### config.mk
export PLATFORM = sky130hd
export DESIGN_NAME = nukv_privacy_request_framer_flat
export DESIGN_NICKNAME = d
export VERILOG_FILES = /design/src/rtl/nukv_privacy_request_framer_pkg.sv /design/src/rtl/nukv_privacy_request_framer_if.sv /design/src/rtl/nukv_axis_out_reg.sv /design/src/rtl/nukv_privacy_request_framer.sv /design/src/flat_wrapper.sv
export SDC_FILE = /design/constraint.sdc
export NUM_CORES = 2
export LEC_CHECK = 0
export BUFFER_PORTS_ARGS = -buffer_cell sky130_fd_sc_hd__buf_2
export CAP_MARGIN = 20
export CORE_AREA = 2 2 625 627
export DETAILED_ROUTE_END_ITERATION = 10
export DIE_AREA = 0 0 627 629
export PLACE_DENSITY = 0.3
export SLEW_MARGIN = 20
export SYNTH_ARGS = -nofsm -noshare
export SYNTH_HDL_FRONTEND = slang
export SYNTH_SLANG_ARGS = --single-unit
### constraint.sdc
create_clock -name i_clk -period 71.5 [get_ports i_clk]
set_input_delay 3.575 -clock i_clk [delete_from_list [all_inputs] [get_ports i_clk]]
set_output_delay 3.575 -clock i_clk [all_outputs]
set_load 0.02 [all_outputs]
### src/rtl/nukv_privacy_request_framer_pkg.sv
// rtl/nukv_privacy_request_framer_pkg.sv - shared opcodes, FSM states and beat-count helper
package nukv_privacy_request_framer_pkg;

  localparam logic [7:0] OP_BYPASS = 8'h00;
  localparam logic [7:0] OP_ROTATE = 8'h01;
  localparam logic [7:0] OP_MATRIX = 8'hFE;

  typedef enum logic [1:0] {
    HDR  = 2'd0,
    BODY = 2'd1,
    DROP = 2'd2
  } state_t;

  // A zero-length value still occupies its header beat.
  function automatic int unsigned beats_of(input int unsigned len, input int unsigned bpb);
    if (len == 0) return 1;
    return (len + bpb - 1) / bpb;
  endfunction

endpackage

### src/rtl/nukv_privacy_request_framer_if.sv
// rtl/nukv_privacy_request_framer_if.sv - command, pred and value streams of the request framer
interface nukv_privacy_request_framer_if #(
  parameter int MEMORY_WIDTH = 512
);
  logic [MEMORY_WIDTH-1:0] cmd_data;
  logic                    cmd_valid;
  logic                    cmd_last;
  logic                    cmd_ready;
  logic [MEMORY_WIDTH-1:0] pred_data;
  logic                    pred_valid;
  logic                    pred_ready;
  logic [MEMORY_WIDTH-1:0] value_data;
  logic                    value_valid;
  logic                    value_last;
  logic                    value_ready;

  modport master (
    output cmd_data, cmd_valid, cmd_last, pred_ready, value_ready,
    input  cmd_ready, pred_data, pred_valid, value_data, value_valid, value_last
  );

  modport slave (
    input  cmd_data, cmd_valid, cmd_last, pred_ready, value_ready,
    output cmd_ready, pred_data, pred_valid, value_data, value_valid, value_last
  );
endinterface

### src/rtl/nukv_axis_out_reg.sv
// rtl/nukv_axis_out_reg.sv - single-entry registered stream slice; callers pack last into the data word
module nukv_axis_out_reg #(
  parameter int WIDTH = 513
) (
  input  logic             i_clk,
  input  logic             i_rst,
  input  logic             i_load,
  input  logic [WIDTH-1:0] i_data,
  input  logic             i_ready,
  output logic             o_loadable,
  output logic             o_valid,
  output logic [WIDTH-1:0] o_data
);
  logic             r_valid;
  logic [WIDTH-1:0] r_data;

  // Reloading while the consumer takes the current word keeps full rate.
  assign o_loadable = !r_valid || i_ready;
  assign o_valid    = r_valid;
  assign o_data     = r_data;

  always_ff @(posedge i_clk or posedge i_rst) begin
    if (i_rst) begin
      r_valid <= 1'b0;
      r_data  <= '0;
    end else if (i_load) begin
      r_valid <= 1'b1;
      r_data  <= i_data;
    end else if (i_ready) begin
      r_valid <= 1'b0;
    end
  end
endmodule

### src/rtl/nukv_privacy_request_framer.sv
// rtl/nukv_privacy_request_framer.sv - splits framed requests into pred (header) and value (length-delimited) streams
module nukv_privacy_request_framer
  import nukv_privacy_request_framer_pkg::*;
#(
  parameter int MEMORY_WIDTH        = 512,
  parameter int COL_COUNT           = 3,
  parameter int COL_WIDTH           = 64,
  parameter int VALUE_SIZE_BYTES_NO = 2
) (
  input  logic        i_clk,
  input  logic        i_rst,
  nukv_privacy_request_framer_if.slave bus,
  output logic [31:0] o_stat_requests,
  output logic [15:0] o_stat_err_short,
  output logic [15:0] o_stat_err_long,
  output logic [15:0] o_stat_err_matrix
);
  localparam int          BPB          = MEMORY_WIDTH / 8;
  localparam int          LW           = 8 * VALUE_SIZE_BYTES_NO;
  localparam int          RW           = LW + 1;
  localparam int unsigned MATRIX_BYTES = COL_COUNT * COL_COUNT * COL_WIDTH / 8;

  state_t          r_state, w_state_next;
  logic [RW-1:0]   r_remaining, w_remaining_next;
  logic [LW-1:0]   w_len;
  logic [7:0]      w_op;
  logic [RW-1:0]   w_nbeats;
  logic            w_val_loadable, w_pred_loadable;
  logic            w_cmd_ready, w_val_load, w_val_last, w_pred_load;
  logic            w_inc_req, w_inc_short, w_inc_long, w_inc_matrix;
  logic [31:0]     r_stat_requests;
  logic [15:0]     r_stat_err_short, r_stat_err_long, r_stat_err_matrix;

  assign w_len    = bus.cmd_data[LW-1:0];
  assign w_op     = bus.cmd_data[LW +: 8];
  assign w_nbeats = RW'(beats_of(32'(w_len), BPB));

  always_comb begin
    w_state_next     = r_state;
    w_remaining_next = r_remaining;
    w_cmd_ready      = 1'b0;
    w_val_load       = 1'b0;
    w_val_last       = 1'b0;
    w_pred_load      = 1'b0;
    w_inc_req        = 1'b0;
    w_inc_short      = 1'b0;
    w_inc_long       = 1'b0;
    w_inc_matrix     = 1'b0;
    case (r_state)
      HDR: begin
        w_cmd_ready = w_val_loadable && w_pred_loadable;
        if (bus.cmd_valid && w_cmd_ready) begin
          w_val_load       = 1'b1;
          w_pred_load      = 1'b1;
          w_inc_req        = 1'b1;
          w_inc_matrix     = (w_op == OP_MATRIX) && (32'(w_len) != MATRIX_BYTES);
          w_remaining_next = w_nbeats - RW'(1);
          if (w_nbeats == RW'(1)) begin
            w_val_last = 1'b1;
            if (!bus.cmd_last) begin
              w_inc_long   = 1'b1;
              w_state_next = DROP;
            end
          end else if (bus.cmd_last) begin
            w_val_last  = 1'b1;
            w_inc_short = 1'b1;
          end else begin
            w_state_next = BODY;
          end
        end
      end
      BODY: begin
        w_cmd_ready = w_val_loadable;
        if (bus.cmd_valid && w_cmd_ready) begin
          w_val_load       = 1'b1;
          w_remaining_next = r_remaining - RW'(1);
          if (r_remaining == RW'(1)) begin
            w_val_last = 1'b1;
            if (bus.cmd_last) begin
              w_state_next = HDR;
            end else begin
              w_inc_long   = 1'b1;
              w_state_next = DROP;
            end
          end else if (bus.cmd_last) begin
            w_val_last   = 1'b1;
            w_inc_short  = 1'b1;
            w_state_next = HDR;
          end
        end
      end
      DROP: begin
        w_cmd_ready = 1'b1;
        if (bus.cmd_valid && bus.cmd_last) w_state_next = HDR;
      end
      default: w_state_next = HDR;
    endcase
  end

  always_ff @(posedge i_clk or posedge i_rst) begin
    if (i_rst) begin
      r_state           <= HDR;
      r_remaining       <= '0;
      r_stat_requests   <= '0;
      r_stat_err_short  <= '0;
      r_stat_err_long   <= '0;
      r_stat_err_matrix <= '0;
    end else begin
      r_state     <= w_state_next;
      r_remaining <= w_remaining_next;
      // Counters stick at all-ones rather than wrapping.
      if (w_inc_req && r_stat_requests != '1)      r_stat_requests   <= r_stat_requests + 32'd1;
      if (w_inc_short && r_stat_err_short != '1)   r_stat_err_short  <= r_stat_err_short + 16'd1;
      if (w_inc_long && r_stat_err_long != '1)     r_stat_err_long   <= r_stat_err_long + 16'd1;
      if (w_inc_matrix && r_stat_err_matrix != '1) r_stat_err_matrix <= r_stat_err_matrix + 16'd1;
    end
  end

  assign bus.cmd_ready     = w_cmd_ready;
  assign o_stat_requests   = r_stat_requests;
  assign o_stat_err_short  = r_stat_err_short;
  assign o_stat_err_long   = r_stat_err_long;
  assign o_stat_err_matrix = r_stat_err_matrix;

  nukv_axis_out_reg #(.WIDTH(MEMORY_WIDTH + 1)) u_value_reg (
    .i_clk      (i_clk),
    .i_rst      (i_rst),
    .i_load     (w_val_load),
    .i_data     ({w_val_last, bus.cmd_data}),
    .i_ready    (bus.value_ready),
    .o_loadable (w_val_loadable),
    .o_valid    (bus.value_valid),
    .o_data     ({bus.value_last, bus.value_data})
  );

  nukv_axis_out_reg #(.WIDTH(MEMORY_WIDTH)) u_pred_reg (
    .i_clk      (i_clk),
    .i_rst      (i_rst),
    .i_load     (w_pred_load),
    .i_data     (bus.cmd_data),
    .i_ready    (bus.pred_ready),
    .o_loadable (w_pred_loadable),
    .o_valid    (bus.pred_valid),
    .o_data     (bus.pred_data)
  );
endmodule

### src/flat_wrapper.sv
// flat-port wrapper written by rule: the top's interface ports become plain ports
module nukv_privacy_request_framer_flat import nukv_privacy_request_framer_pkg::*;
#(
  parameter int MEMORY_WIDTH        = 512,
  parameter int COL_COUNT           = 3,
  parameter int COL_WIDTH           = 64,
  parameter int VALUE_SIZE_BYTES_NO = 2
)
  (i_clk, i_rst, o_stat_requests, o_stat_err_short, o_stat_err_long, o_stat_err_matrix, bus_cmd_data, bus_cmd_valid, bus_cmd_last, bus_pred_ready, bus_value_ready, bus_cmd_ready, bus_pred_data, bus_pred_valid, bus_value_data, bus_value_valid, bus_value_last);
  nukv_privacy_request_framer_if #(.MEMORY_WIDTH(MEMORY_WIDTH)) bus_i ();
  input  logic i_clk;
  input  logic i_rst;
  output logic [31:0] o_stat_requests;
  output logic [15:0] o_stat_err_short;
  output logic [15:0] o_stat_err_long;
  output logic [15:0] o_stat_err_matrix;
  input wire logic [$bits(bus_i.cmd_data)-1:0] bus_cmd_data;
  input wire logic [$bits(bus_i.cmd_valid)-1:0] bus_cmd_valid;
  input wire logic [$bits(bus_i.cmd_last)-1:0] bus_cmd_last;
  input wire logic [$bits(bus_i.pred_ready)-1:0] bus_pred_ready;
  input wire logic [$bits(bus_i.value_ready)-1:0] bus_value_ready;
  output wire logic [$bits(bus_i.cmd_ready)-1:0] bus_cmd_ready;
  output wire logic [$bits(bus_i.pred_data)-1:0] bus_pred_data;
  output wire logic [$bits(bus_i.pred_valid)-1:0] bus_pred_valid;
  output wire logic [$bits(bus_i.value_data)-1:0] bus_value_data;
  output wire logic [$bits(bus_i.value_valid)-1:0] bus_value_valid;
  output wire logic [$bits(bus_i.value_last)-1:0] bus_value_last;
  assign bus_i.cmd_data = bus_cmd_data;
  assign bus_i.cmd_valid = bus_cmd_valid;
  assign bus_i.cmd_last = bus_cmd_last;
  assign bus_i.pred_ready = bus_pred_ready;
  assign bus_i.value_ready = bus_value_ready;
  assign bus_cmd_ready = bus_i.cmd_ready;
  assign bus_pred_data = bus_i.pred_data;
  assign bus_pred_valid = bus_i.pred_valid;
  assign bus_value_data = bus_i.value_data;
  assign bus_value_valid = bus_i.value_valid;
  assign bus_value_last = bus_i.value_last;
  nukv_privacy_request_framer #(.MEMORY_WIDTH(MEMORY_WIDTH), .COL_COUNT(COL_COUNT), .COL_WIDTH(COL_WIDTH), .VALUE_SIZE_BYTES_NO(VALUE_SIZE_BYTES_NO)) u_core (.i_clk(i_clk), .i_rst(i_rst), .bus(bus_i), .o_stat_requests(o_stat_requests), .o_stat_err_short(o_stat_err_short), .o_stat_err_long(o_stat_err_long), .o_stat_err_matrix(o_stat_err_matrix));
endmodule
# Word level (Yosys, flattened, before mapping)
# Cells that the tools add are included.
# totals
reg_bits	1126
elab_cells	97
input_bits	518
# classes
n_reduce_logical	20
n_eq_ne	15
muxes	44
n_addsub	8
# op_table
operator	n
$mux W17	3
$add A16 B1 Y16 const B	3
$ne A16 B16 Y1 const B	3
$eq A17 B1 Y1 const B	2
$pmux W17 S2	1
$sub A17 B1 Y17 const B	2
$add A32 B1 Y32 const B	1
$ne A32 B32 Y1 const B	1
$mux W1	25
$sub A23 B1 Y23 const B	1
$mux W2	9
$add A16 B7 Y17 const B	1
$logic_not A16 Y1	1
$ne A16 B7 Y1 const B	1
$logic_and A1 B1 Y1	9
$eq A8 B8 Y1 const B	1
$pmux W1 S2	4
$ne A2 B1 Y1 const B	3
$pmux W2 S3	1
$reduce_bool A2 Y1	3
$reduce_and A5 Y1	1
$ne A3 B2 Y1 const B	1
$pmux W1 S3	1
$reduce_and A3 Y1	1
6 further kinds	8

# Logic depth before layout (Yosys ltp)
# depth
ltp_word	8
ltp_mapped	15
mapped_depth_nobuf	13

# Hierarchy
# Synthesis repeated with hierarchy kept, for this count alone.
# unflattened
hier_cells	2749
hier_area_um2	45743.9
# by_module_without_submodules
mod	area_per_inst_um2	instances	cells_each	seq_area_each_um2
nukv_axis_out_reg (u_core.u_value_reg)	21064.0	1	1087	12862.3
nukv_axis_out_reg (u_core.u_pred_reg)	19235.9	1	1085	12837.3
nukv_privacy_request_framer	5444.0	1	577	2477.4

# Worst setup path after synthesis
# Ideal clock, no wire load.
# synth_timing
kind	input port to output port
from	input port bus_pred_ready
to	output port bus_cmd_ready
slack_ps	63813
path_buffers	0
cell_stages	3
t_arrival_ps	4112
cell_sequence	nand2b_1 -> nor2_1 -> o22ai_1
# synth_between
elab_chain_len	3
# synth_lines
element	line_no	rtl
start, declared	flat_wrapper.sv:20	input wire logic [$bits(bus_i.pred_ready)-1:0] bus_pred_ready;
$logic_or A1 B1 Y1	nukv_axis_out_reg.sv:18	assign o_loadable = !r_valid || i_ready;
$logic_and A1 B1 Y1	nukv_privacy_request_framer.sv:51	w_cmd_ready = w_val_loadable && w_pred_loadable;
$pmux W1 S3	nukv_privacy_request_framer.sv:49	case (r_state)
end, declared	flat_wrapper.sv:22	output wire logic [$bits(bus_i.cmd_ready)-1:0] bus_cmd_ready;
# No other way between the ends.

# Final worst setup path
# Ends and elaborated chain as after synthesis.

==> results.py <==
metrics = {
    "outcome": {
        "status": "finished, final reports clean",
    },
    "grt": {
        "antenna_found_initial": 97,
        "grt.total_usage_pct": 14.1,
        "grt_pass1_vias": 41330,
        "grt_pass1_wl_um": 384000,
        "grt_overflow": 0,
        "grt_max_degree": 141,
    },
    "die": {
        "start_util_pct": 11.3,
        "die_area_um2": 394000,
        "io_pins": 1626,
        "die_y_um": 629,
        "coreArea_um2": 388000,
        "std_cell_rows": 229,
        "die_x_um": 627,
    },
    "timing": {
        "fin_tns_setup_ps": 0,
        "whs_ps": 466,
        "grt_setup_unrepaired": "false",
        "post-route-period-util_pct": 11.2,
        "fin_skew_ps": 39.4,
        "max_slew.worst_pin.slew_ps": 1100,
        "maxSlewHeadroom_pct": 26.0,
        "min_period_ps": 8030,
        "slew_viol_final": 0,
        "hold_violations": 0,
        "setup_viol": 0,
        "max_freq_mhz": 124,
    },
    "logic_synthesis": {
        "yosysWarnings": 0,
        "yosysTopAreaCell": "dfrtp_1",
        "yosysUniqueCellTypes": 63,
        "synthTopCellsByArea": "dfrtp_1 (64%), nand2_1 (27%), clkbuf_1 (2.0%)",
        "syn-cell-area_um2": 44000,
        "syn_inst": 4957,
        "yosysSeqAreaShare_pct": 64.0,
        "synth_edf_count": 0,
        "ys_async_sr_fraction_pct": 100,
        "synth_flop_cell": "dfrtp_1",
        "avgSynthCellArea_um2": 8.88,
        "synth-seq-cells": 1126,
        "syn_nets": 5487,
        "yosys.area.top_type_share_pct": 64.0,
    },
    "min_path": {
        "whs_path_depth": 2,
        "timing.hold.worst.start": "u_core.u_pred_reg.o_data[310]$_DFFE_PP0P_",
        "hold_end": "u_core.u_pred_reg.o_data[310]$_DFFE_PP0P_",
        "hold_path_class": "flop to flop",
    },
    "critical_path": {
        "cp-end-kind": "output pin",
        "rr_endpoint": "u_core.u_pred_reg.o_data[347]$_DFFE_PP0P_",
        "r2r-start": "u_core.r_state[1]$_DFFE_PP0P_",
        "critPathKind": "input port to output pin",
        "crit_required_ps": 67930,
        "worstPathMaxFanout": 3,
        "start_kind": "input port",
        "r2r_slack_ps": 66210,
        "cp.arrival_ps": 4460,
        "reg2regPathDepth": 10,
    },
    "clocking": {
        "cts_max_level": 4,
        "post-cts-setup-buffers": 0,
        "clock_sinks": 1126,
        "path_clk_slew_ps": 50,
        "cts_resized": 0,
        "root_buffer": "clkbuf_16",
        "clk_latency_ps": 840,
        "cts_buffers": 155,
        "hold_buffers": 0,
        "cts.path.max_buffers": 4,
        "cts_tree": "yes",
    },
    "place": {
        "io_buffers": 1625,
        "dp_hpwl_um": 230000,
        "dpl-instance-area_um2": 58200,
        "gp_congestion": 0.908,
    },
    "pwr": {
        "peakVddDrop_uv": 18.2,
        "power.density_nw_per_um2": 41.4,
        "p_leak_nw": 33.8,
    },
    "route": {
        "num_vias": 40297,
        "wl_per_cell_um": 24.4,
        "route.detailed.drc": 0,
        "ant_nets": 0,
        "dr.pass1.iters": 5,
        "wirelength_um": 289000,
        "first_iter_violations": 2691,
        "avgViaCountPerCell": 3.40,
    },
    "layout": {
        "layout-drive-gt1-share_pct": 29.1,
        "final_nets": 7068,
        "regArea_um2": 28200,
        "postLayoutCoreUtil_pct": 16.3,
        "multi_input_area_um2": 14900,
        "fillers": 44189,
        "synthToLayoutAreaGrowth_pct": 43.8,
        "fin_area_um2": 63300,
    },
    "run": {
        "maxCapViolCount": 0,
    },
}
-- synth_stat cells (7+ instances only) --
master	count
a21oi_1	16
a22oi_1	8
and2_1	15
and3_1	23
and4_1	10
buf_1	8
clkbuf_1	240
dfrtp_1	1126
ha_1	12
inv_1	13
nand2_1	3121
nand2b_1	7
nand3_1	32
nand4_1	27
nand4b_1	7
nor2_1	48
nor3_1	21
o21ai_0	30
or3_1	7
xnor2_1	71
xor2_1	27
-- layout make-up --
type                            count  share of cell area (%)
Sequential cell                  1126                    44.5
Multi-Input combinational cell   3565                    23.5
Timing Repair Buffer             1677                    13.6
Tap cell                         5197                    10.3
Clock buffer                      222                    7.04
Clock inverter                     44                   0.915
Inverter                           13                  0.0890
Antenna cell                       20                  0.0791
-- per-stage QoR --
| stage | worst slack [ps] | power (W) | cells |
|---|---|---|---|
| after floorplan | 36220 | 0.00138 | 4957 |
| after global placement | 63080 | 0.00186 | 11577 |
| after detailed placement | 63090 | 0.00186 | 11577 |
| after CTS | 63480 | 0.00269 | 11843 |
| after global routing | 63440 | 0.00277 | 11853 |
| final | 63470 | 0.00262 | 11864 |
-- report_power, final --
group	switching [W]	internal [W]
clock	0.000330	0.000467
sequential	0.000120	0.000827
combinational	0.000653	0.000226
-- registers in the layout, indices dropped and copies added, names as in the netlist --
signal / flops
u_core.o_stat_err_long: 16
u_core.o_stat_err_matrix: 16
u_core.o_stat_err_short: 16
u_core.o_stat_requests: 32
u_core.r_remaining: 17
u_core.r_state: 2
u_core.u_pred_reg.o_data: 512
u_core.u_pred_reg.o_valid: 1
u_core.u_value_reg.o_data: 513
u_core.u_value_reg.o_valid: 1
-- per-layer routing --
layer	wire, um	track usage [%]
met5	373	0
met4	6990	3.07
met3	27200	5.56
met2	148000	25.5
met1	107000	15.4
-- worst max-delay path, cell delays in order --
cell and delay [ps]:
buf_2 120, nand2b_1 210, nor2_1 100, o22ai_1 210
buf_2 240
-- cell families (layout without fill, tap and decap cells) --
| logic type | count (synthesis) | in the layout | share of synthesized area [%] |
|---|---|---|---|
| fa+ha+maj | 12 | 12 | 0.341 |
| buf+inv | 266 | 1956 | 2.30 |
| flops | 1126 | 1126 | 64.0 |
| other cells | 0 | 20 | 0 |
| compound gates | 101 | 101 | 1.56 |
| simple gates | 3348 | 3348 | 29.7 |
| mux | 6 | 6 | 0.151 |
| xor+xnor | 98 | 98 | 1.95 |
-- layout by cell type, fill, tap and decap left out, types with 6 or more instances in the layout --
cell / count
a22oi_1: 8
bufinv_16: 9
diode_2: 20
nor2_1: 47
nand3_1: 32
nand4_1: 27
nor3_1: 21
buf_2: 1625
o21ai_0: 30
nand4b_1: 7
clkbuf_16: 157
inv_1: 12
clkbuf_1: 37
buf_4: 44
clkinv_2: 20
a21oi_1: 16
ha_1: 12
dfrtp_1: 1126
clkbuf_8: 28
and3_1: 23
or2_2: 6
xor2_1: 27
nand2_1: 3120
and4_1: 10
xnor2_1: 71
nand2b_1: 7
and2_1: 15
or3_1: 7
-- how the worst max path moves through the flow --
stage | from | endpoint | slack, ps | depth (start not counted)
6_report | bus_pred_ready | bus_cmd_ready | 63470 | 5
5_1_grt | bus_pred_ready | bus_cmd_ready | 63440 | 5
4_1_cts | bus_pred_ready | bus_cmd_ready | 63480 | 5
3_5_place_dp | bus_value_ready | u_core.u_pred_reg.o_data[133]$_DFFE_PP0P_ | 63090 | 11
3_3_place_gp | bus_value_ready | u_core.u_pred_reg.o_data[138]$_DFFE_PP0P_ | 63080 | 11
2_1_floorplan | i_rst | u_core.o_stat_err_long[0]$_DFFE_PP0P_ | 36220 | 1
(Power assumes the default switching activity.)
